--- src/rtl/sensor_snapshot_scheduler.sv ---
// sensor_snapshot_scheduler: periodic/manual snapshot capture, then streams the
// enabled sensor words over valid/ready and counts requests dropped mid-frame.
module sensor_snapshot_scheduler #(
   parameter logic [31:0] PERIOD_CYCLES = 32'd50000,
   parameter int          NUM_SENSORS   = 8
) (
   input  logic                          clk,
   input  logic                          reset,
   input  logic                          enable,
   input  logic                          trigger,
   input  logic [NUM_SENSORS-1:0]        sensor_mask,
   output logic                          update,
   input  logic [32*NUM_SENSORS-1:0]     snapshot,
   output logic [31:0]                   word_data,
   output logic [2:0]                    word_index,
   output logic                          word_valid,
   input  logic                          word_ready,
   output logic                          word_last,
   output logic                          busy,
   output logic [15:0]                   overrun_count
);
   typedef enum logic [1:0] {IDLE, LATCH, CAPTURE, STREAM} state_t;
   state_t state_q, state_d;
   logic [31:0] timer_q, timer_d;
   logic [NUM_SENSORS-1:0] mask_q, mask_d;
   logic [32*NUM_SENSORS-1:0] snap_q, snap_d;
   logic [2:0] idx_q, idx_d, first_idx, next_idx;
   logic [31:0] data_q, data_d;
   logic [15:0] ovr_q, ovr_d;
   logic tick, req, last;

   // Lowest set bit of m at or above position from.
   function automatic logic [2:0] first_set(input logic [NUM_SENSORS-1:0] m, input logic [3:0] from);
      first_set = 3'd0;
      for (int i = NUM_SENSORS - 1; i >= 0; i--)
         if (m[i] && i >= int'(from)) first_set = 3'(i);
   endfunction

   always_comb begin
      tick      = enable && (timer_q == PERIOD_CYCLES - 32'd1);
      req       = tick || trigger;
      timer_d   = (enable && !tick) ? timer_q + 32'd1 : 32'd0;
      first_idx = first_set(mask_q, 4'd0);
      next_idx  = first_set(mask_q, {1'b0, idx_q} + 4'd1);
      last      = (mask_q >> ({1'b0, idx_q} + 4'd1)) == '0;
      ovr_d     = (req && state_q != IDLE && ovr_q != 16'hFFFF) ? ovr_q + 16'd1 : ovr_q;
      state_d   = state_q;
      mask_d    = mask_q;
      snap_d    = snap_q;
      idx_d     = idx_q;
      data_d    = data_q;
      case (state_q)
         IDLE:
            if (req && |sensor_mask) begin
               mask_d  = sensor_mask;
               state_d = LATCH;
            end
         LATCH: state_d = CAPTURE;
         CAPTURE: begin
            snap_d  = snapshot;
            idx_d   = first_idx;
            data_d  = snapshot[{first_idx, 5'd0} +: 32];
            state_d = STREAM;
         end
         STREAM:
            if (word_ready) begin
               if (last) state_d = IDLE;
               else begin
                  idx_d  = next_idx;
                  data_d = snap_q[{next_idx, 5'd0} +: 32];
               end
            end
      endcase
   end

   always_ff @(posedge clk or posedge reset) begin
      if (reset) begin
         state_q <= IDLE;
         timer_q <= '0;
         mask_q  <= '0;
         snap_q  <= '0;
         idx_q   <= '0;
         data_q  <= '0;
         ovr_q   <= '0;
      end else begin
         state_q <= state_d;
         timer_q <= timer_d;
         mask_q  <= mask_d;
         snap_q  <= snap_d;
         idx_q   <= idx_d;
         data_q  <= data_d;
         ovr_q   <= ovr_d;
      end
   end

   assign update        = state_q == LATCH;
   assign busy          = state_q != IDLE;
   assign word_valid    = state_q == STREAM;
   assign word_index    = word_valid ? idx_q : 3'd0;
   assign word_last     = word_valid && last;
   assign word_data     = data_q;
   assign overrun_count = ovr_q;
endmodule
--- config.mk ---
export PLATFORM = sky130hd
export DESIGN_NAME = sensor_snapshot_scheduler
export DESIGN_NICKNAME = d
export VERILOG_FILES = /design/src/rtl/sensor_snapshot_scheduler.sv
export SDC_FILE = /design/constraint.sdc
export NUM_CORES = 1
export LEC_CHECK = 0
export BUFFER_PORTS_ARGS = -buffer_cell sky130_fd_sc_hd__buf_2
export CELL_PAD_IN_SITES_DETAIL_PLACEMENT = 1
export CELL_PAD_IN_SITES_GLOBAL_PLACEMENT = 2
export CORE_MARGIN = 5
export CORE_UTILIZATION = 36
export DETAILED_ROUTE_END_ITERATION = 10
export GPL_ROUTABILITY_DRIVEN = 0
export PLACE_DENSITY = 0.92
export REMOVE_ABC_BUFFERS = 1
export SLEW_MARGIN = 20
export SYNTH_ARGS = -nofsm -noshare
export SYNTH_HDL_FRONTEND = slang
export SYNTH_SLANG_ARGS = --single-unit
--- constraint.sdc ---
create_clock -name clk -period 12 [get_ports clk]
set_input_delay 0.6 -clock clk [delete_from_list [all_inputs] [get_ports clk]]
set_output_delay 0.6 -clock clk [all_outputs]
set_load 0.01 [all_outputs]
==> flow_metrics.py <==
metrics = {
    "floorplan": {
        "die_x_um": 246,
        "pin_count": 324,
        "rows": 86,
        "start_util_pct": 36.3,
        "core_area_mm2": 0.0550,
        "dieArea_mm2": 0.0603,
        "die_y_um": 246,
    },
    "sta": {
        "setup_violations": 0,
        "fin_crit_ns": 4.73,
        "drv_slew": 0,
        "fin_ws_ns": 7.27,
        "finalCritPeriodShare_pct": 39.4,
        "setup-tns-final_ns": 0,
        "rsz0062_at_grt": "false",
        "tightestPinTransition_ns": 1.16,
        "finClkSkew_ns": 0.0239,
        "relSlewSlack_pct": 22.6,
        "hold_viol_final": 0,
        "clock.fmax_mhz": 211,
    },
    "power_and_ir_drop": {
        "pwr-share-seq_pct": 25.9,
        "ir_worst_vdd_uv": 204,
        "p_switching_mw": 4.03,
        "combPwrFrac_pct": 58.1,
        "switching_share_pct": 48.5,
        "power_density_mw_per_mm2": 353,
        "power.internal_mw": 4.29,
        "p_clk_share_pct": 16.1,
        "leakage_nw": 10.1,
    },
    "yosys": {
        "synthSimpleGateAreaFrac_pct": 16.1,
        "synth_top_area_share_pct": 43.7,
        "synth-main-ff-cell": "dfrtp_1",
        "synth_fa_ha_area_share_pct": 0.564,
        "yosysSeqAreaShare_pct": 43.7,
        "synth-seq-cells": 349,
        "synthXorXnorAreaFrac_pct": 2.02,
        "syn_inst": 2048,
        "synth_area_leaders": "dfrtp_1, mux2_2, nand2_1, and3_1, clkbuf_1",
        "async_flop_share_pct": 100,
        "ys_types": 58,
        "synth_top_family_by_area": "compound AO/OA/AOI/OAI gates",
        "synth_most_common_cell": "dfrtp_1",
        "synth_edf_count": 0,
        "synth_compound_area_share_pct": 18.2,
        "yosys.area.top_type": "dfrtp_1",
        "synth.area.mux_share_pct": 15.2,
        "yosys_warnings": 0,
        "netlist_area_mm2": 0.0200,
        "avgSynthCellArea_um2": 9.75,
        "synth.top_cells.by_count": "dfrtp_1, nand2_1, mux2_2, clkbuf_1, and3_1",
    },
    "cells_and_area": {
        "fill_cells": 6152,
        "nNetsFinal": 2511,
        "stdcell_area_mm2": 0.0236,
        "seqCellArea_mm2": 0.00873,
        "multi_input_area_mm2": 0.0106,
        "utilization_pct": 42.9,
        "area_growth_pct": 18.1,
        "drive_above_1_share_pct": 30.8,
    },
    "placed_design": {
        "io_buffers": 323,
        "dpl_cell_area_mm2": 0.0221,
        "dp_hpwl_um": 48500,
        "pre_cts_ws_ns": 7.28,
    },
    "min_path": {
        "min_path_type": "in -> async",
    },
    "worst_setup_path": {
        "cp_max_fo": 79,
        "start_kind": "flop",
        "cp-end-kind": "flop",
        "arrival_ns": 5.09,
        "worst_ep_required_time_ns": 12.36,
        "critPathKind": "reg -> reg",
    },
    "cts": {
        "cts_buffers": 42,
        "clk_path_buf_depth": 3,
        "cts-resized-gates": 0,
        "holdBufCountCts": 0,
        "post_cts_buffers": 0,
        "cts_tree": "done",
        "cts-root-buf": "clkbuf_16",
        "clock_sinks": 349,
        "clk_pin_slew_ns": 0.07,
        "clock_latency_ns": 0.58,
        "htree_levels": 2,
    },
    "global_routing": {
        "grt-ovfl-total": 0,
        "grt_use_total_pct": 25.6,
        "grt_antenna_before_repair": 10,
        "grt_pass1_vias": 20300,
        "grt_pass1_wl_um": 122000,
        "grt_max_degree": 168,
    },
    "run_status": {
        "status": "completed",
    },
    "flow_run": {
        "timing.max_cap.violations": 0,
    },
    "route": {
        "drtAntennaViolNets": 0,
        "drtPass1Iterations": 6,
        "wl_per_cell_um": 26.6,
        "vias": 18700,
        "first_iter_violations": 1324,
        "drcViolationCount": 0,
        "drt-total-wl_um": 80400,
        "viasPerCell": 6.21,
    },
}
final timing paths:
check                                    end  slack, ns      startpoint  cells after the start
worst max-delay path            word_data[7]       7.27        idx_q[0]                     10
worst min-delay path              snap_q[26]       0.18           reset                      2
worst max register to register  word_data[7]       7.27        idx_q[0]                     10
worst min register to register    timer_q[0]       0.47      timer_q[0]                      1
max in group asynchronous        snap_q[215]      10.29           reset                      3
min in group clk                   mask_q[5]       0.26  sensor_mask[5]                      2
power groups by stage:
stage / clock network (mW) / registers (mW) / logic, mW
3_3_place_gp: 0 / 2.10 / 4.49
4_1_cts: 1.36 / 2.14 / 4.76
5_1_grt: 1.41 / 2.20 / 5.16
2_1_floorplan: 0 / 2.02 / 3.25
6_report: 1.34 / 2.15 / 4.83
3_5_place_dp: 0 / 2.15 / 4.73
layout by cell type, fill, tap and decap left out, drive strengths merged, types with 64 or more instances in the layout:
cell type	n
a21boi	67
a31oi	98
and3	138
buf	346
clkbuf	66
dfrtp	349
mux2	268
nand2	280
nand4	76
nor2	114
o2111ai	64
o21ai	72
o311ai	65
registers in the layout, indices dropped and copies added, names as in the netlist:
name	count
state_q	2
idx_q	3
snap_q	256
word_data	32
overrun_count	16
timer_q	32
mask_q	8
cell type report:
| cell class | instances | area share (%) |
|---|---|---|
| timing repair buffer | 346 | 7.81 |
| clock buffer | 66 | 5.53 |
| sequential | 349 | 37.0 |
| inverter | 13 | 0.239 |
| tap | 748 | 3.97 |
| antenna | 7 | 0.0743 |
| multi-input combinational | 1481 | 44.9 |
| clock inverter | 7 | 0.478 |
per-stage QoR:
stage / hold slack [ns] / std cells / power, mW
final: 0.183 / 3017 / 8.33
after global routing: 0.245 / 3014 / 8.78
after CTS: 0.217 / 3009 / 8.25
after detailed placement: 0.471 / 2936 / 6.88
after global placement: 0.446 / 2935 / 6.59
after floorplan: 0.433 / 1843 / 5.27
cells by family (layout without fill, tap and decap cells):
logic type / count (synthesis) / count (layout)
other: 0 / 7
multiplexers: 269 / 269
adder cells (fa/ha/maj): 9 / 9
XOR/XNOR: 46 / 46
flip-flops: 349 / 349
buffers and inverters: 218 / 432
AO/OA/AOI/OAI: 488 / 488
AND/OR/NAND/NOR: 669 / 669
worst max-delay path, stage by stage, from the launching register on:
cell and delay [ns]:
dfrtp_1 0.50, ha_1 0.32, or2_1 0.28, o21ai_4 0.06, buf_4 0.69, and2_4 0.97, a21o_4 0.52, buf_16 0.32
a21boi_1 0.12, o311ai_1 0.40, a41oi_1 0.17
metal layers:
| metal | up-vias | track usage [%] | part of all wire [%] | routed length, um |
|---|---|---|---|---|
| li1 | 8063 | - | - | - |
| met3 | 203 | 5.54 | 7.3 | 5860 |
| met2 | 719 | 43.3 | 48 | 38800 |
| met5 | - | 0 | 0.083 | 67 |
| met1 | 9728 | 32.5 | 41 | 32800 |
| met4 | 10 | 9.01 | 3.5 | 2800 |
Note: power is estimated with default switching activity, not from simulation.
